**src/rtl/pc_fetch_sequencer.sv**
```systemverilog
// pc_fetch_sequencer: owns the architectural PC and sequences instruction fetch.
//
// Fetches from a variable-latency instruction memory over a req/ack handshake.
// Each fetched instruction goes to decode over a valid/stall handshake.
// Resolved branches from execute redirect the PC. A fetch that waits too long
// for an ack sets a sticky timeout and halts the sequencer until reset.
//
// Ports:
//   CLK, resetl                     clock; synchronous active-low reset
//   startPC                         PC loaded while in reset
//   imem_req/imem_addr              fetch request and address (held until ack)
//   imem_ack/imem_rdata             memory accept and returned instruction
//   inst_valid/inst/inst_pc         registered instruction handed to decode
//   stall                           decode cannot accept inst this cycle
//   br_valid/br_pc/SignExtImm64/
//   Branch/ALUZero/Uncondbranch     branch resolution from execute
//   CurrentPC                       PC register (next fetch address)
//   timeout                         sticky fetch-timeout error
module pc_fetch_sequencer #(
    parameter int unsigned MAX_WAIT = 16,
    parameter int unsigned INST_W   = 32
) (
    input  logic              CLK,
    input  logic              resetl,
    input  logic [63:0]       startPC,
    output logic              imem_req,
    output logic [63:0]       imem_addr,
    input  logic              imem_ack,
    input  logic [INST_W-1:0] imem_rdata,
    output logic              inst_valid,
    output logic [INST_W-1:0] inst,
    output logic [63:0]       inst_pc,
    input  logic              stall,
    input  logic              br_valid,
    input  logic [63:0]       br_pc,
    input  logic [63:0]       SignExtImm64,
    input  logic              Branch,
    input  logic              ALUZero,
    input  logic              Uncondbranch,
    output logic [63:0]       CurrentPC,
    output logic              timeout
);

    // Counter only needs to reach MAX_WAIT-1.
    localparam int unsigned CntW = (MAX_WAIT > 1) ? $clog2(MAX_WAIT) : 1;

    typedef enum logic [1:0] {StRst, StFetch, StDeliver, StHalt} state_e;

    state_e              state_q, state_d;
    logic [63:0]         pc_q, pc_d;
    logic [63:0]         req_addr_q, req_addr_d;
    logic                inst_valid_q, inst_valid_d;
    logic [INST_W-1:0]   inst_q, inst_d;
    logic [63:0]         inst_pc_q, inst_pc_d;
    logic                timeout_q, timeout_d;
    logic                squash_q, squash_d;
    logic [CntW-1:0]     wait_cnt_q, wait_cnt_d;

    logic                taken;
    logic [63:0]         target;
    logic                wait_expired;
    logic                unused_imm_hi;

    assign taken  = br_valid & (Uncondbranch | (Branch & ALUZero));
    // Word offset; top two immediate bits shift out and the sum wraps.
    assign target = br_pc + {SignExtImm64[61:0], 2'b00};
    assign unused_imm_hi = ^SignExtImm64[63:62];

    assign wait_expired = (MAX_WAIT != 0) && (wait_cnt_q == CntW'(MAX_WAIT - 1));

    always_comb begin
        state_d      = state_q;
        pc_d         = pc_q;
        req_addr_d   = req_addr_q;
        inst_valid_d = inst_valid_q;
        inst_d       = inst_q;
        inst_pc_d    = inst_pc_q;
        timeout_d    = timeout_q;
        squash_d     = squash_q;
        wait_cnt_d   = wait_cnt_q;

        unique case (state_q)
            StRst: begin
                state_d    = StFetch;
                req_addr_d = pc_q;
                wait_cnt_d = '0;
            end
            StFetch: begin
                if (imem_ack) begin
                    wait_cnt_d = '0;
                    if (squash_q || taken) begin
                        // Returned data belongs to a redirected-away path.
                        pc_d       = taken ? target : pc_q;
                        req_addr_d = taken ? target : pc_q;
                        squash_d   = 1'b0;
                    end else begin
                        inst_d       = imem_rdata;
                        inst_pc_d    = req_addr_q;
                        inst_valid_d = 1'b1;
                        pc_d         = req_addr_q + 64'd4;
                        state_d      = StDeliver;
                    end
                end else begin
                    // Outstanding request cannot be aborted; remember to drop it.
                    if (taken) begin
                        pc_d     = target;
                        squash_d = 1'b1;
                    end
                    if (wait_expired) begin
                        timeout_d = 1'b1;
                        state_d   = StHalt;
                    end else begin
                        wait_cnt_d = wait_cnt_q + CntW'(1);
                    end
                end
            end
            StDeliver: begin
                // Redirect wins over stall.
                if (taken) begin
                    inst_valid_d = 1'b0;
                    pc_d         = target;
                    req_addr_d   = target;
                    wait_cnt_d   = '0;
                    state_d      = StFetch;
                end else if (!stall) begin
                    inst_valid_d = 1'b0;
                    req_addr_d   = pc_q;
                    wait_cnt_d   = '0;
                    state_d      = StFetch;
                end
            end
            StHalt: begin
                inst_valid_d = 1'b0;
                timeout_d    = 1'b1;
            end
            default: state_d = StRst;
        endcase
    end

    always_ff @(posedge CLK) begin
        if (!resetl) begin
            state_q      <= StRst;
            pc_q         <= startPC;
            req_addr_q   <= startPC;
            inst_valid_q <= 1'b0;
            inst_q       <= '0;
            inst_pc_q    <= '0;
            timeout_q    <= 1'b0;
            squash_q     <= 1'b0;
            wait_cnt_q   <= '0;
        end else begin
            state_q      <= state_d;
            pc_q         <= pc_d;
            req_addr_q   <= req_addr_d;
            inst_valid_q <= inst_valid_d;
            inst_q       <= inst_d;
            inst_pc_q    <= inst_pc_d;
            timeout_q    <= timeout_d;
            squash_q     <= squash_d;
            wait_cnt_q   <= wait_cnt_d;
        end
    end

    assign imem_req   = (state_q == StFetch);
    assign imem_addr  = req_addr_q;
    assign inst_valid = inst_valid_q;
    assign inst       = inst_q;
    assign inst_pc    = inst_pc_q;
    assign CurrentPC  = pc_q;
    assign timeout    = timeout_q;

endmodule

```
**config.mk**
```make
export PLATFORM = sky130hd
export DESIGN_NAME = pc_fetch_sequencer
export DESIGN_NICKNAME = d
export VERILOG_FILES = /design/src/rtl/pc_fetch_sequencer.sv
export SDC_FILE = /design/constraint.sdc
export NUM_CORES = 1
export LEC_CHECK = 0
export CAP_MARGIN = 20
export CORE_AREA = 3 3 195 197
export DETAILED_ROUTE_END_ITERATION = 12
export DIE_AREA = 0 0 198 200
export GPL_ROUTABILITY_DRIVEN = 0
export PLACE_DENSITY = 0.71
export SLEW_MARGIN = 20
export SYNTH_ARGS = -nofsm -noshare
export SYNTH_HDL_FRONTEND = slang
export SYNTH_SLANG_ARGS = --single-unit
```
**constraint.sdc**
```tcl
create_clock -name CLK -period 4.01 [get_ports CLK]
set_input_delay 0.6015 -clock CLK [delete_from_list [all_inputs] [get_ports CLK]]
set_output_delay 0.6015 -clock CLK [all_outputs]
set_load 0.02 [all_outputs]
```
# [Word level (Yosys, flattened, before mapping)]
# Cells that the tools add are included.
[totals] register_bits=233 inputBits=232
[op_classes] n_addsub=3 n_bitwise=4 reduce_logical=13 n_mux=33 eq_ne=18
[op_table] operator="2-to-1 mux 64 bit" n=9
[op_table] operator="case mux 64 bit (3 select lines)" n=1
[op_table] operator="case mux 64 bit (2 select lines)" n=1
[op_table] operator="adder 64 x 3 -> 64 bit, second input constant" n=1
[op_table] operator="adder 64 bit" n=1
[op_table] operator="2-to-1 mux 4 bit" n=4
[op_table] operator="case mux 4 bit (3 select lines)" n=1
[op_table] operator="AND reduction 3 bit" n=4
[op_table] operator="AND reduction 4 bit" n=3
[op_table] operator="2-to-1 mux 2 bit" n=5
[op_table] operator="2-to-1 mux 1 bit" n=9
[op_table] operator="inequality test 3 bit, second input constant" n=3
[op_table] operator="inequality test 2 x 1 -> 1 bit, second input constant" n=3
[op_table] operator="inequality test 3 x 1 -> 1 bit, second input constant" n=2
[op_table] operator="inequality test 3 x 2 -> 1 bit, second input constant" n=2
[op_table] operator="case mux 2 bit (3 select lines)" n=1
[op_table] operator="nonzero test 3 bit" n=2
[op_table] operator="adder 4 x 1 -> 4 bit, second input constant" n=1
[op_table] operator="equality test 2 bit, second input constant" n=2
[op_table] operator="equality test 4 bit, second input constant" n=1
[op_table] operator="inequality test 2 bit, second input constant" n=2
[op_table] operator="inequality test 4 x 1 -> 1 bit, second input constant" n=1
[op_table] operator="inequality test 4 bit, second input constant" n=1
[op_table] operator="nonzero test 2 bit" n=2
[op_table] operator="other kinds (8)" n=9

# [Depth between registers and ports, before layout]
[logic_depth] depth_word=8 mapped_depth=11 depth_no_buf=11

# [Least setup slack after synthesis]
# No wires, ideal clock.
[synth_path] kind="input-to-reg" from="in resetl" to="reg req_addr_q[0], in the netlist imem_addr[0], enable pin" arrival_time_ns=2.555 slack_ns=0.767 cell_stages=4 path_buffers=3 setup_time_ns=0.688 cell_sequence="clkbuf_1 buf_1 clkbuf_1 nand2_1"
[synth_between] elab_chain_len=2 elab_cells_between_ends=5 classes_between="4 x eq/ne; 1 x reduce/logical"
[synth_rtl] item="start, declared" line_no="24" rtl="input logic resetl,"
[synth_rtl] item="inequality test 4 bit (no source line), or another cell as far along"
[synth_rtl] item="AND reduction 4 bit (no source line) (*)"
[synth_rtl] item="end signal, assigned" line_no="144" rtl="req_addr_q <= startPC;"
[synth_rtl] item="end signal, assigned" line_no="154" rtl="req_addr_q <= req_addr_d;"
[synth_rtl] item="end, declared" line_no="51" rtl="logic [63:0] req_addr_q, req_addr_d;"
# Mark *: on every way between the ends. The rest lies on a longest branch, timed or not.
# A chain may end at the register's enable or synchronous reset.

# [Worst setup path after layout]
[layout_path] from="in br_pc[5]" to="reg req_addr_q[57], in the netlist imem_addr[57], data pin"
[layout_between] elab_chain_len=6 elab_cells_between_ends=7 classes_between="1 x add/sub; 6 x mux"
[layout_rtl] item="start, declared" line_no="35" rtl="input logic [63:0] br_pc,"
[layout_rtl] item="adder 64 bit (*)" line_no="66" rtl="assign target = br_pc + {SignExtImm64[61:0], 2'b00};"
[layout_rtl] item="2-to-1 mux 64 bit"
[layout_rtl] item="2-to-1 mux 64 bit" line_no="91" rtl="if (squash_q || taken) begin"
[layout_rtl] item="2-to-1 mux 64 bit" line_no="89" rtl="if (imem_ack) begin"
[layout_rtl] item="case mux 64 bit (3 select lines) (*)" line_no="82" rtl="unique case (state_q)"
[layout_rtl] item="2-to-1 mux 64 bit (*)" line_no="141" rtl="if (!resetl) begin"
# Mark *: on every way between the ends. The rest lies on a longest branch, timed or not. The select of a mux whose other input is x is not followed.

==> key figures <==
Floorplan
  • Die Span Y: ~200 um
  • # rows: 70
  • DIE AREA: 39600 um^2
  • Core area: approximately 36000 um^2
  • Die width: between 150 and 200 um
  • Ports: 459
  • Initial Util: a little over two fifths

CTS
  • Post-CTS setup buffer count: 0
  • CTS tree: done
  • H-tree depth: 1
  • Clk sink count: around 230
  • CTS resizes: 0
  • Clock slew at reported path FFs: ~0.06 ns
  • Clk_lat worst skew: ~0.56 ns
  • CTS Buf Count: 26
  • Post-CTS Hold Fix Bufs: 0
  • Clock buffer depth: 3
  • Clock root cell: clkbuf_16

Critical path
  • Crit-path max cell delay: between 0.4 and 0.5 ns
  • Crit-path max FO: 6
  • CP endpoint: imem_addr[57]
  • CP Capture Type: flip-flop
  • Reg2reg start: imem_addr[12]
  • WP depth: 11
  • CP bufs+invs: 1
  • CP Data Arrival Time: about 3.8 ns
  • Reg2reg setup slack: between 0.6 and 0.7 ns
  • Critical Path, Cell by Cell: clkdlybuf4s50_1 > ha_1 > and3_1 > a211o_1 > a41oi_2 > o211ai_1 > a31oi_2 > o31ai_4 > a31oi_1 > xor2_1 > o211ai_1
  • Required @ worst endpoint: approximately 4.3 ns
  • Reg2Reg Capture Point: CurrentPC[62]
  • Worst setup path start: br_pc[5]
  • Critical Path Slowest Stage Cell: a31oi_2
  • CP top delay family: compound AO/OA/AOI/OAI gates
  • Most used cell, CP: o211ai_1
  • Worst setup SP type: input pin
  • R2R depth: 9
  • Worst setup path category: input pin to flip-flop

Layout
  • Layout Area Growth over Synthesis: 38.6%
  • Layout cells sized above 1: 7.63%
  • Register Area: approximately 6000 um^2
  • Post-layout instance area: roughly 22000 um^2
  • Multi-input gate area: 9350 um^2
  • Fillers: about 3300
  • Final nets: around 2700

Power and ir drop
  • Comb power frac: about two fifths
  • PwrDens: 453 nW/um^2
  • Clock share of power: 24.0%
  • Switch Pwr: 0.00388 W
  • Reg power frac: 35.6%
  • Cell-internal power: 0.00611 W
  • Max VDD drop: around 0.00039 V
  • Pleak: 8.23 nW
  • Switching share of total power: roughly two fifths

Routing
  • DRC errors left: 0
  • Vias/cell: 5.88
  • DRT Pass-1 Iters: 5
  • Antenna viol nets, final: 0
  • WL per Instance: ~21 um
  • First DRT Iteration DRCs: roughly 1500
  • Vias: 16887
  • Final WL: a little over 60000 um

Global routing
  • Initial antenna violation count: 9
  • GRT Total Usage: between 20% and 30%
  • Vias in the first global route: roughly 16000
  • First-pass GRT wire length: between 90000 and 100000 um
  • GRT Residual Overflow: 0
  • Largest net degree at the start of global routing: between 90 and 100

STA
  • Slew at the pin with the worst max-slew slack: 1.05 ns
  • Worst hold slack: between 0.4 and 0.5 ns
  • Final WS setup: ~0.52 ns
  • F_max: ~290 MHz
  • Total Neg Setup Slack: 0 ns
  • Slew Viols, Final: 0
  • Setup violators final: 0
  • RSZ-0062 raised after global routing: no
  • Period utilisation layout: roughly 87%
  • Rel. slew slack: roughly 30%
  • Clock Skews: 0.0165 ns
  • Tmin final: around 3.5 ns
  • Final Hold Viols: 0

Yosys
  • Count leader, synth: nand2_1
  • Synth unique cells: just over 90
  • Yosys Warn Count: 0
  • Proportion of synthesized area in mux cells: under 10%
  • Avg Cell Area, Syn: between 8 and 9 um^2
  • Top cells by area, synth: edfxtp_1 24%, dfxtp_1 13%, nand2_1 9.1%
  • Share of the synthesized area in the top cell type: about a quarter
  • Synthesized net count: ~2200
  • Synth Area in Adders: between 5 and 6%
  • Complex-gate fraction of the synthesized area: a little under a quarter
  • Register area share after synthesis: 37.3%
  • Cells after Synth: just under 2000
  • Synth area leader: edfxtp_1
  • #FFs+latches synth: 233
  • Post-synth EDFFs: 128
  • Synth Area in XOR/XNOR: 6.16%
  • Post-synth top cells: 385 x nand2_1, 266 x a21oi_1, 128 x edfxtp_1
  • Main combinational cell family by area after synthesis: compound AO/OA/AOI/OAI gates
  • Prevailing post-synth register cell: edfxtp_1
  • Post-synthesis simple-gate area fraction: 21.2%
  • Post-synth ARST share: 0%
  • Mapped cell area: about 16000 um^2

Outcome
  • Status: finished clean

Placed design
  • Setup WS pre-CTS: about 0.027 ns
  • DP HPWL: ~47000 um
  • Buffers on Ports: ~460
  • Placed instance area: roughly 21000 um^2

Min path
  • HP Class: flip-flop to flip-flop

Flow run
  • Maxcap violations: 0
worst min path at each step:
stage / startpoint / endpoint / cells past startpoint
floorplan: wait_cnt_q[1] / wait_cnt_q[1] / 2
global placement: inst[6] / inst[6] / 2
detailed placement: inst[19] / inst[19] / 2
CTS: resetl / squash_q / 3
global route: resetl / squash_q / 3
finish: inst_pc[63] / inst_pc[63] / 2
cell families (layout without fill, tap and decap cells):
group,count (synthesis),in the layout
compound gates,601,601
xor+xnor,112,112
fa+ha+maj,68,68
buf+inv,167,620
flops,233,233
mux,28,28
other cells,0,7
simple gates,737,737
metrics by stage:
stage	utilization, %	std cells	power (W)
2_1_floorplan	-	1946	0.00562
4_1_cts	60.5	2867	0.00998
3_5_place_dp	58.2	2819	0.00759
6_report	60.6	2874	0.0100
3_3_place_gp	58.2	2819	0.00752
5_1_grt	60.6	2874	0.0104
power groups by stage:
stage	clock network (W)	logic (W)	registers, W
floorplan	0	0.00165	0.00397
global placement	0	0.00394	0.00357
detailed placement	0	0.00400	0.00359
CTS	0.00242	0.00402	0.00354
global route	0.00252	0.00433	0.00360
finish	0.00240	0.00404	0.00355
cells in the final DEF, fill, tap and decap left out, types with 4 or more instances in the layout:
master | synthesis | routed
a21oi_1 | 266 | 266
nor3_1 | 23 | 22
a31oi_1 | 25 | 25
o21ai_0 | 86 | 86
inv_1 | 41 | 40
a21o_1 | 38 | 38
nand2_1 | 385 | 383
a211oi_1 | 14 | 14
o21bai_1 | 18 | 18
buf_4 | 1 | 71
a221oi_1 | 4 | 4
ha_1 | 67 | 66
diode_2 | 0 | 7
and4_1 | 10 | 10
or3_1 | 19 | 17
o21a_1 | 11 | 11
a311o_1 | 4 | 4
edfxtp_1 | 128 | 128
nand4_1 | 44 | 44
mux2i_1 | 17 | 17
clkinv_2 | 0 | 8
inv_4 | 0 | 5
o211ai_1 | 39 | 39
clkdlybuf4s50_1 | 0 | 455
nor2_1 | 123 | 122
xnor2_1 | 62 | 62
nor4_1 | 7 | 7
o221ai_1 | 22 | 22
nor2b_1 | 11 | 11
a2111oi_0 | 4 | 4
nand3_1 | 61 | 61
clkbuf_16 | 0 | 28
mux2_2 | 11 | 11
and3_1 | 19 | 19
nand2b_1 | 6 | 6
dfxtp_1 | 105 | 105
xor2_1 | 50 | 50
o21ai_1 | 14 | 14
layout make-up:
| cell class | count | area share [%] |
|---|---|---|
| Sequential cell | 233 | 26.9 |
| Inverter | 43 | 0.754 |
| Tap cell | 468 | 2.65 |
| Clock inverter | 16 | 0.488 |
| Timing Repair Buffer | 529 | 23.3 |
| Antenna cell | 7 | 0.0794 |
| Multi-Input combinational cell | 1546 | 42.4 |
| Clock buffer | 32 | 3.38 |
metal layers:
layer	vias to the layer above	part of all wire, %	GRT usage, %
li1	7956	-	-
met1	7911	40	39.0
met2	890	45	47.8
met3	126	9.9	5.92
met4	4	4.2	11.2
met5	-	0.047	0
registers in the layout, indices dropped and copies added, names as in the netlist:
signal      count
inst_pc        64
timeout         1
imem_addr      64
inst_valid      1
CurrentPC      64
inst           32
wait_cnt_q      4
state_q         2
squash_q        1
tightest hold or removal path: cells and delay by family, from the launching register on:
| kind | cells | cell delay, ns |
|---|---|---|
| AOI/OAI and AO/OA | 1 | 0.05 |
| and+or+nand+nor | 1 | 0.05 |
| DFF | 1 | 0.31 |
Power figures use the tool's default switching activity.
